File: config.mk
export PLATFORM = sky130hd
export DESIGN_NAME = axi_perf_sampler
export DESIGN_NICKNAME = d
export VERILOG_FILES = /design/src/rtl/axi_perf_pkg.sv /design/src/rtl/axi_perf_sampler_pkg.sv /design/src/rtl/axi_perf_sampler_fifo.sv /design/src/rtl/axi_perf_sampler.sv
export SDC_FILE = /design/constraint.sdc
export NUM_CORES = 2
export LEC_CHECK = 0
export BUFFER_PORTS_ARGS = -buffer_cell sky130_fd_sc_hd__buf_2
export CAP_MARGIN = 20
export CORE_MARGIN = 1
export CORE_UTILIZATION = 67
export DETAILED_ROUTE_END_ITERATION = 10
export HOLD_SLACK_MARGIN = 0.08
export PLACE_DENSITY_LB_ADDON = 0.3
export SLEW_MARGIN = 20
export SYNTH_ARGS = -nofsm -noshare
export SYNTH_HDL_FRONTEND = slang
export SYNTH_SLANG_ARGS = --single-unit
File: constraint.sdc
create_clock -name clk_i -period 18.68 [get_ports clk_i]
set_clock_uncertainty 0.1 [all_clocks]
set_input_delay 1.868 -clock clk_i [delete_from_list [all_inputs] [get_ports clk_i]]
set_output_delay 1.868 -clock clk_i [all_outputs]
set_load 0.05 [all_outputs]
File: src/rtl/axi_perf_pkg.sv
// axi_perf_pkg: counter bus published by the upstream AXI performance counters
package axi_perf_pkg;
  typedef struct packed {
    logic [63:0] r_bw;
    logic [63:0] w_bw;
    logic [63:0] busy_cnt;
  } perf_t;
endpackage

File: src/rtl/axi_perf_sampler_pkg.sv
// axi_perf_sampler_pkg: types, register indices and helpers for axi_perf_sampler
// sample_t carries busy_delta only when AXI_PERF_SAMPLER_BUSY_EN is defined.
package axi_perf_sampler_pkg;
  localparam logic [2:0] CTRL   = 3'd0;
  localparam logic [2:0] WINDOW = 3'd1;
  localparam logic [2:0] THRESH = 3'd2;
  localparam logic [2:0] STATUS = 3'd3;
  localparam logic [2:0] SAMPLE = 3'd4;
  localparam logic [2:0] AUX    = 3'd5;
  typedef struct packed {
    logic [31:0] addr;
    logic        write;
    logic [63:0] wdata;
    logic [7:0]  wstrb;
    logic        valid;
  } reg_req_default_t;
  typedef struct packed {
    logic [63:0] rdata;
    logic        error;
    logic        ready;
  } reg_rsp_default_t;
  typedef struct packed {
`ifdef AXI_PERF_SAMPLER_BUSY_EN
    logic [31:0] busy_delta;
`endif
    logic [31:0] w_delta;
    logic [31:0] r_delta;
  } sample_t;
  typedef struct packed {
    logic irq_en;
    logic clr;
    logic en;
  } ctrl_t;
  typedef struct packed {
    logic       thr;
    logic       ovf;
    logic [8:0] fill;
  } status_t;
  function automatic logic [31:0] sat32(input logic [63:0] d);
    return |d[63:32] ? 32'hFFFF_FFFF : d[31:0];
  endfunction
endpackage

File: src/rtl/axi_perf_sampler_fifo.sv
// axi_perf_sampler_fifo: sample FIFO; flush beats push/pop, caller pushes only when a slot is free or being popped
module axi_perf_sampler_fifo #(
  parameter int unsigned DEPTH = 8,
  parameter type dtype = logic
) (
  input  logic       clk_i,
  input  logic       rst_ni,
  input  logic       flush_i,
  input  logic       push_i,
  input  logic       pop_i,
  input  dtype       data_i,
  output dtype       data_o,
  output logic       full_o,
  output logic       empty_o,
  output logic [8:0] usage_o
);
  localparam int unsigned AW = $clog2(DEPTH);
  dtype mem_q [DEPTH];
  logic [AW-1:0] wr_q, rd_q;
  assign data_o  = mem_q[rd_q];
  assign empty_o = usage_o == '0;
  assign full_o  = usage_o == 9'(DEPTH);
  // storage, pointers and fill level
  always_ff @(posedge clk_i or negedge rst_ni)
    if (!rst_ni) begin
      for (int i = 0; i < DEPTH; i++) mem_q[i] <= '0;
      wr_q    <= '0;
      rd_q    <= '0;
      usage_o <= '0;
    end else if (flush_i) begin
      wr_q    <= '0;
      rd_q    <= '0;
      usage_o <= '0;
    end else begin
      if (push_i) begin
        mem_q[wr_q] <= data_i;
        wr_q        <= wr_q + AW'(1);
      end
      if (pop_i) rd_q <= rd_q + AW'(1);
      usage_o <= usage_o + 9'(push_i) - 9'(pop_i);
    end
endmodule

File: src/rtl/axi_perf_sampler.sv
// axi_perf_sampler: per-window r/w byte deltas into a REGBUS-drained FIFO with threshold irq
// Define AXI_PERF_SAMPLER_BUSY_EN to also capture busy-cycle deltas, readable at AUX.
module axi_perf_sampler
  import axi_perf_sampler_pkg::*;
#(
  parameter int unsigned DEPTH     = 8,
  parameter int unsigned WIN_WIDTH = 32,
  parameter type reg_req_t = reg_req_default_t,
  parameter type reg_rsp_t = reg_rsp_default_t
) (
  input  logic                clk_i,
  input  logic                rst_ni,
  input  reg_req_t            reg_req_i,
  output reg_rsp_t            reg_rsp_o,
  input  axi_perf_pkg::perf_t perf_i,
  output logic                irq_o
);
  logic [2:0] idx;
  logic wr, rd, wr_ctrl, clr, restart, win_end, push, pop, accept;
  logic full, empty, ovf_set, thr_set, ovf_n, thr_n, irq_en_n, ovf_q, thr_q;
  logic [1:0] w1c;
  logic [32:0] sum;
  logic [63:0] thresh_q, base_r_q, base_w_q, aux;
  logic [WIN_WIDTH-1:0] window_q, cnt_q;
  logic [8:0] fill;
  ctrl_t ctrl_q, ctrl_w;
  status_t status;
  sample_t smp, head;
  logic unused_bits;
  assign idx     = reg_req_i.addr[5:3];
  assign wr      = reg_req_i.valid & reg_req_i.write;
  assign rd      = reg_req_i.valid & ~reg_req_i.write;
  assign wr_ctrl = wr & (idx == CTRL);
  assign ctrl_w  = ctrl_t'(reg_req_i.wdata[2:0]);
  assign clr     = wr_ctrl & ctrl_w.clr;
  assign restart = clr | (wr & (idx == WINDOW)) | (wr_ctrl & ctrl_w.en & ~ctrl_q.en);
  assign win_end = ctrl_q.en & (window_q != '0) & (cnt_q == window_q - WIN_WIDTH'(1));
  assign push    = win_end & ~restart;
  assign pop     = rd & (idx == SAMPLE) & ~empty;
  assign accept  = push & (~full | pop);
  assign ovf_set = push & full & ~pop;
  assign smp.r_delta = sat32(perf_i.r_bw - base_r_q);
  assign smp.w_delta = sat32(perf_i.w_bw - base_w_q);
  assign sum      = {1'b0, smp.r_delta} + {1'b0, smp.w_delta};
  assign thr_set  = accept & (64'(sum) > thresh_q);
  assign w1c      = wr & (idx == STATUS) ? reg_req_i.wdata[10:9] : 2'b00;
  assign ovf_n    = ~clr & (ovf_set | (ovf_q & ~w1c[0]));
  assign thr_n    = ~clr & (thr_set | (thr_q & ~w1c[1]));
  assign irq_en_n = wr_ctrl ? ctrl_w.irq_en : ctrl_q.irq_en;
  assign status   = '{thr: thr_q, ovf: ovf_q, fill: fill};
`ifdef AXI_PERF_SAMPLER_BUSY_EN
  logic [63:0] base_b_q;
  assign smp.busy_delta = sat32(perf_i.busy_cnt - base_b_q);
  assign aux = empty ? '0 : {32'h0, head.busy_delta};
  assign unused_bits = ^{reg_req_i.addr[31:6], reg_req_i.addr[2:0], reg_req_i.wstrb};
  // busy base follows the byte bases
  always_ff @(posedge clk_i or negedge rst_ni)
    if (!rst_ni) base_b_q <= '0;
    else if (restart | win_end) base_b_q <= perf_i.busy_cnt;
`else
  assign aux = '0;
  assign unused_bits = ^{reg_req_i.addr[31:6], reg_req_i.addr[2:0], reg_req_i.wstrb, perf_i.busy_cnt};
`endif
  axi_perf_sampler_fifo #(.DEPTH(DEPTH), .dtype(sample_t)) u_fifo (
    .clk_i   (clk_i),
    .rst_ni  (rst_ni),
    .flush_i (clr),
    .push_i  (accept),
    .pop_i   (pop),
    .data_i  (smp),
    .data_o  (head),
    .full_o  (full),
    .empty_o (empty),
    .usage_o (fill)
  );
  // registers, window counter, bases and the registered interrupt level
  always_ff @(posedge clk_i or negedge rst_ni)
    if (!rst_ni) begin
      ctrl_q   <= '0;
      window_q <= '0;
      thresh_q <= '0;
      cnt_q    <= '0;
      base_r_q <= '0;
      base_w_q <= '0;
      ovf_q    <= 1'b0;
      thr_q    <= 1'b0;
      irq_o    <= 1'b0;
    end else begin
      if (wr_ctrl) ctrl_q <= '{irq_en: ctrl_w.irq_en, clr: 1'b0, en: ctrl_w.en};
      if (wr & (idx == WINDOW)) window_q <= reg_req_i.wdata[WIN_WIDTH-1:0];
      if (wr & (idx == THRESH)) thresh_q <= reg_req_i.wdata;
      cnt_q <= restart | win_end ? '0 : ctrl_q.en && window_q != '0 ? cnt_q + WIN_WIDTH'(1) : cnt_q;
      if (restart | win_end) begin
        base_r_q <= perf_i.r_bw;
        base_w_q <= perf_i.w_bw;
      end
      ovf_q <= ovf_n;
      thr_q <= thr_n;
      irq_o <= irq_en_n & thr_n;
    end
  // combinational REGBUS response
  always_comb begin
    reg_rsp_o       = '0;
    reg_rsp_o.ready = 1'b1;
    reg_rsp_o.error = idx > AUX;
    reg_rsp_o.rdata = idx == CTRL   ? 64'(ctrl_q)
                    : idx == WINDOW ? 64'(window_q)
                    : idx == THRESH ? thresh_q
                    : idx == STATUS ? 64'(status)
                    : idx == SAMPLE ? (empty ? 64'd0 : {head.w_delta, head.r_delta})
                    : idx == AUX    ? aux
                    : 64'd0;
  end
endmodule
## After elaboration in Yosys (flattened, before gate mapping)

Cells that the tools add are included.

- Register bits after elaboration: 788
- Bits in latches: 0
- Bits in writable memories: 0
- ROM bits: 0
- Bits of input ports: 300
- Memories kept: 0

- Add/subtract/negate cells: 9
- $mul: 0
- Divide/modulo/power cells: 0
- Magnitude comparators: 5
- Eq/ne operators: 6
- Shift operators: 0
- Mux-type cells: 23
- Bitwise gates (word level): 40
- Reductions and logical operators: 11

Operator list:

| kind | count |
|---|---|
| 2-to-1 mux 64 bit | 9 |
| bitwise mux 512 bit | 1 |
| binary-select mux 64 bit (select 3 bit) | 1 |
| demux 64 bit (select 3 bit) | 1 |
| 2-to-1 mux 32 bit | 4 |
| subtractor 64 bit | 2 |
| greater-than comparator 33 x 64 -> 1 bit | 1 |
| OR reduction 32 bit | 2 |
| adder 32 x 32 -> 33 bit | 1 |
| adder 32 x 1 -> 32 bit, second input constant | 1 |
| equality test 32 bit | 1 |
| nonzero test 32 bit | 1 |
| subtractor 32 x 1 -> 32 bit, second input constant | 1 |
| bitwise AND 1 bit | 23 |
| 2-to-1 mux 3 bit | 4 |
| adder 9 x 1 -> 9 bit | 1 |
| equality test 9 x 4 -> 1 bit, second input constant | 1 |
| logical NOT 9 bit | 1 |
| 2-to-1 mux 9 bit | 1 |
| NOT 1 bit | 9 |
| subtractor 9 x 1 -> 9 bit | 1 |
| >= comparator 4 bit, second input constant | 2 |
| NOT 3 -> 4 bit | 2 |
| adder 3 x 1 -> 3 bit, second input constant | 2 |
| 12 further kinds | 21 |

## Longest topological paths before layout

- Depth in word-level cells: 12
- Depth in mapped cells: 43
- Depth with buffers taken out: 38

## Cells and area by module

A second synthesis with hierarchy kept.

- Cell total of the unflattened synthesis: 4338
- Area, all modules: 47181.5 um^2

By module, submodules not included:

| module | instances | cells an instance | area an instance (um^2) |
|---|---|---|---|
| axi_perf_sampler_fifo | 1 | 1426 | 23882.9 |
| axi_perf_sampler | 1 | 2912 | 23298.6 |

## Worst setup path after synthesis

No wires, ideal clock.

- Path type: input -> register
- Start: input perf_i[128] in the netlist's numbering
- End: register irq_o
- Data arrival time: 9455 ps
- Slack: 9006 ps
- Cell stages on the path: 39
- Cell sequence: inv_1 -> ha_1 -> fa_1 -> nand2b_1 -> a21oi_1 -> a21o_1 -> o211ai_1 -> a31oi_1 -> a41o_1 -> buf_2 -> xor2_1 -> a311o_1 -> nor4_1 -> nand4_1 -> nor4_4 -> clkbuf_1 -> nand3_1 -> ha_1 -> [... 3 more ...] -> o31ai_1 -> o31ai_1 -> o211ai_1 -> o211ai_1 -> a31oi_1 -> a21o_1 -> a21oi_1 -> xnor2_1 -> ha_1 -> a21o_1 -> a21o_1 -> a21oi_1 -> o21ai_0 -> a21o_1 -> a21oi_1 -> o21ai_0 -> a21o_1 -> and2_1

RTL lines:

| item | RTL line | source |
|---|---|---|
| from (decl) | axi_perf_sampler.sv:15 | `input axi_perf_pkg::perf_t perf_i,` |
| to (signal assigned) | axi_perf_sampler.sv:99 | `irq_o <= irq_en_n & thr_n;` |
| to (decl) | axi_perf_sampler.sv:16 | `output logic irq_o` |

==> impl_metrics.py <==
metrics = {
    "route": {
        "route.vias.total": 46245,
        "detail_route.first_pass.iterations": 8,
        "drcViolationCount": 0,
        "drt_iter0_drc": 5960,
        "drt-total-wl_um": 148000,
        "detail_route.vias_per_cell": 6.62,
        "ant_nets": 0,
        "wl_per_cell_um": 21.2,
    },
    "worst_setup_path": {
        "setup.worst_path.class": "in -> reg",
        "reg2reg_from": "base_r_q[0]$_DFFE_PN0N_",
        "setup_slack_of_the_most_critical_reg_to_reg_path_ns": 7.81,
        "setup.worst_path.start_class": "input pin",
        "cp_data_arrival_time_ns": 12.30,
        "worstPathMaxFanout": 149,
        "reg2reg_to": "irq_o$_DFF_PN0_",
        "worst_setup_path_end_kind": "flop",
        "cell_with_the_largest_stage_delay_on_the_worst_path": "buf_12",
        "worst-endpoint-required_ns": 19.14,
        "crit_path_frequent_cell": "nand4_1",
        "timing.critical_path.max_delay_family": "compound AO/OA/AOI/OAI gates",
        "crit_buf_inv": 4,
        "max_stage_delay_ns": 0.56,
        "ff2ff_path_depth": 36,
    },
    "logic_synthesis": {
        "synth_enable_flop_cells": 0,
        "synth_xor_area_share_pct": 3.24,
        "synth.lib_cells_used.distinct": 85,
        "post_synth_and_or_nand_nor_area_fraction_pct": 23.8,
        "synthesis.area_mm2": 0.0503,
        "synth_warnings": 0,
        "synth_top_flop_cell": "dfrtp_1",
        "synth_compound_gate_area_share_pct": 14.1,
        "post_synthesis_async_set_or_reset_flop_share_pct": 100,
        "syn-instance-count": 5979,
        "yosysSeqAreaShare_pct": 39.2,
        "postSynthRegisterBits": 788,
        "post_synth_mux_area_share_pct": 8.89,
        "main_combinational_cell_family_by_area_after_synthesis": "simple AND/OR/NAND/NOR gates",
        "synth_area_per_cell_um2": 8.41,
        "postSynthNetCount": 6492,
        "post_synth_fa_ha_maj_area_fraction_pct": 5.36,
    },
    "sta": {
        "finalSetupViolations": 0,
        "final.min_clock_period_ns": 11.84,
        "slew_headroom_pct": 17.3,
        "rsz0062_at_grt": "false",
        "max_freq_mhz": 84.5,
        "tightest_slew_ns": 1.24,
        "finalCritPeriodShare_pct": 63.4,
        "report.final.hold_viol_count": 0,
        "setup_total_negative_slack_ns": 0,
        "holdWs_ns": 0.404,
        "report.final.slew_viol_count": 0,
    },
    "placement": {
        "gp_routability_congestion": 0.958,
        "dpl-instance-area_mm2": 0.0516,
        "dpl.hpwl_um": 94000,
        "placement.io_buffers": 264,
        "numPlacedInstances": 6821,
    },
    "floorplanning": {
        "io_pins": 367,
        "fp-row-count": 100,
        "fp.dieArea_mm2": 0.0761,
        "die_width_um": 276,
        "initial_core_util_pct": 67.6,
        "die_height_um": 276,
        "design.core.area_mm2": 0.0743,
    },
    "clocking": {
        "cts_inserted_buffers": 87,
        "post_cts_resize_count": 0,
        "tritoncts_num_sinks": 788,
        "clock-root-buffer": "clkbuf_16",
        "htreeDepth": 3,
        "clk_buf_depth": 3,
        "cts_setup_buffers": 0,
        "worst_skew_pair_later_pin_latency_ns": 0.67,
        "clk_pin_slew_worst_paths_ns": 0.06,
        "cts_tree": "done",
        "cts_hold_repair.buffers": 0,
    },
    "global_routing": {
        "number_of_antenna_violations_at_the_first_check_in_global_routing": 15,
        "grtUsageTotal_pct": 38.4,
        "grt_pass1_vias": 43880,
        "grt_overflow": 0,
        "maximum_number_of_pins_on_one_net_before_global_route_repair": 258,
        "grt_pass1_wl_um": 232000,
    },
    "status": {
        "status": "complete, no violations",
    },
    "worst_hold_path": {
        "hp-start": "u_fifo.mem_q[53]$_DFFE_PN0P_",
        "min_path_cells": 2,
        "holdCritPathClass": "reg -> reg",
        "hold_end": "u_fifo.mem_q[53]$_DFFE_PN0P_",
    },
    "power": {
        "power.leakage_nw": 23.2,
        "pwr_density_cell_mw_per_mm2": 107,
        "max-vdd-ir-drop_v": 0.000130,
    },
    "cells_and_area": {
        "syn2layout_area_growth_pct": 8.99,
        "fillers": 5517,
        "post_layout_nonfiller_instances": 6986,
        "final_cell_area_mm2": 0.0548,
        "final_net_count": 6457,
        "drive_gt1_share_pct": 12.2,
    },
    "run": {
        "cap_viol_max_count": 0,
    },
}
==> worst max-delay path by stage <==
stage	from	to	slack [ns]	cells past startpoint
2_1_floorplan	perf_i[128]	irq_o$_DFF_PN0_	9.01	39
3_3_place_gp	perf_i[128]	irq_o$_DFF_PN0_	6.73	41
3_5_place_dp	perf_i[128]	irq_o$_DFF_PN0_	6.55	38
4_1_cts	perf_i[128]	irq_o$_DFF_PN0_	7.18	38
5_1_grt	perf_i[128]	irq_o$_DFF_PN0_	6.39	41
6_report	perf_i[128]	irq_o$_DFF_PN0_	6.84	38
==> per-stage QoR <==
| step | worst slack, ns | total power, mW | utilization, % |
|---|---|---|---|
| floorplan | 9.01 | 3.38 | - |
| global placement | 6.73 | 3.94 | 69.4 |
| detailed placement | 6.55 | 3.98 | 69.4 |
| CTS | 7.18 | 5.82 | 73.6 |
| global route | 6.39 | 6.13 | 73.7 |
| finish | 6.84 | 5.87 | 73.7 |
==> worst min-delay path, stage by stage (launching register included) <==
cell     delay (ns)
dfrtp_1        0.34
nor2_1         0.05
nor2_1         0.08
==> sequential cells by signal, indices dropped and copies added, names as in the netlist <==
register,flops
ovf_q,1
thr_q,1
u_fifo.rd_q,3
u_fifo.wr_q,3
window_q,32
u_fifo.mem_q,512
cnt_q,32
ctrl_q,2
irq_o,1
base_r_q,64
u_fifo.usage_o,9
thresh_q,64
base_w_q,64
==> cell type report <==
| class | instances | area (µm²) | area share, % |
|---|---|---|---|
| repair buffers | 332 | 1980 | 3.62 |
| well taps | 969 | 1210 | 2.21 |
| clock inverters | 34 | 534 | 0.975 |
| diodes | 3 | 7.51 | 0.0137 |
| clock buffers | 125 | 2540 | 4.64 |
| inverters | 213 | 800 | 1.46 |
| multi-input cells | 4522 | 28000 | 51.1 |
| flip-flops and latches | 788 | 19700 | 36.0 |
==> cell usage after synthesis (all sizes together) (17+ instances only) <==
library cell,n,share of area [%]
nand4,78,0.97
o31ai,17,0.25
a31oi,22,0.27
ha,209,5.2
o21bai,26,0.39
a21o,68,1.0
o22ai,40,0.50
xnor2,116,2.0
nand2,464,3.5
nor4,40,0.59
o211ai,20,0.31
nor2,1028,7.7
nor2b,35,0.44
o21ai,316,3.2
a21oi,446,4.4
buf,162,1.6
and3,33,0.41
inv,213,1.6
o21a,56,0.84
or3,21,0.26
mux4,128,5.7
dfrtp,788,39
xor2,70,1.2
clkbuf,294,2.2
a22oi,28,0.42
and2,21,0.26
nor3,546,5.4
nand2b,22,0.27
a211oi,22,0.33
mux2,70,1.6
nand3,329,3.3
mux2i,80,1.6
==> report_power, final <==
part           internal [mW]  switching (mW)  leakage [nW]
Sequential              1.83           0.154          10.6
Combinational          0.696            1.34          11.1
Clock                   1.09           0.756          1.51
Total                   3.62            2.25          23.2
==> routing by layer <==
layer | GRT usage [%] | routed length [µm] | vias to the layer above
li1 | - | - | 20949
met1 | 52.2 | 57900 | 22168
met2 | 58.7 | 66300 | 2625
met3 | 9.03 | 16800 | 477
met4 | 17.3 | 6770 | 26
met5 | 0 | 164 | -
==> placed cells by master, fill, tap and decap left out, types with 128 or more instances in the layout <==
cell type	count
inv_1	213
nor3_1	545
nor2_1	1027
mux4_2	128
ha_1	209
o21ai_0	313
buf_2	263
a21oi_1	446
nand3_1	325
dfrtp_1	785
nand2_1	461
==> cell families after synthesis <==
family                     after synthesis
muxes                                  278
adders and majority gates              213
AOI/OAI and AO/OA                     1181
xor gates and xnor gates               186
other                                    1
DFF                                    788
and+or+nand+nor                       2663
buffers and inverters                  669
Note: power is estimated with default switching activity, not from simulation.
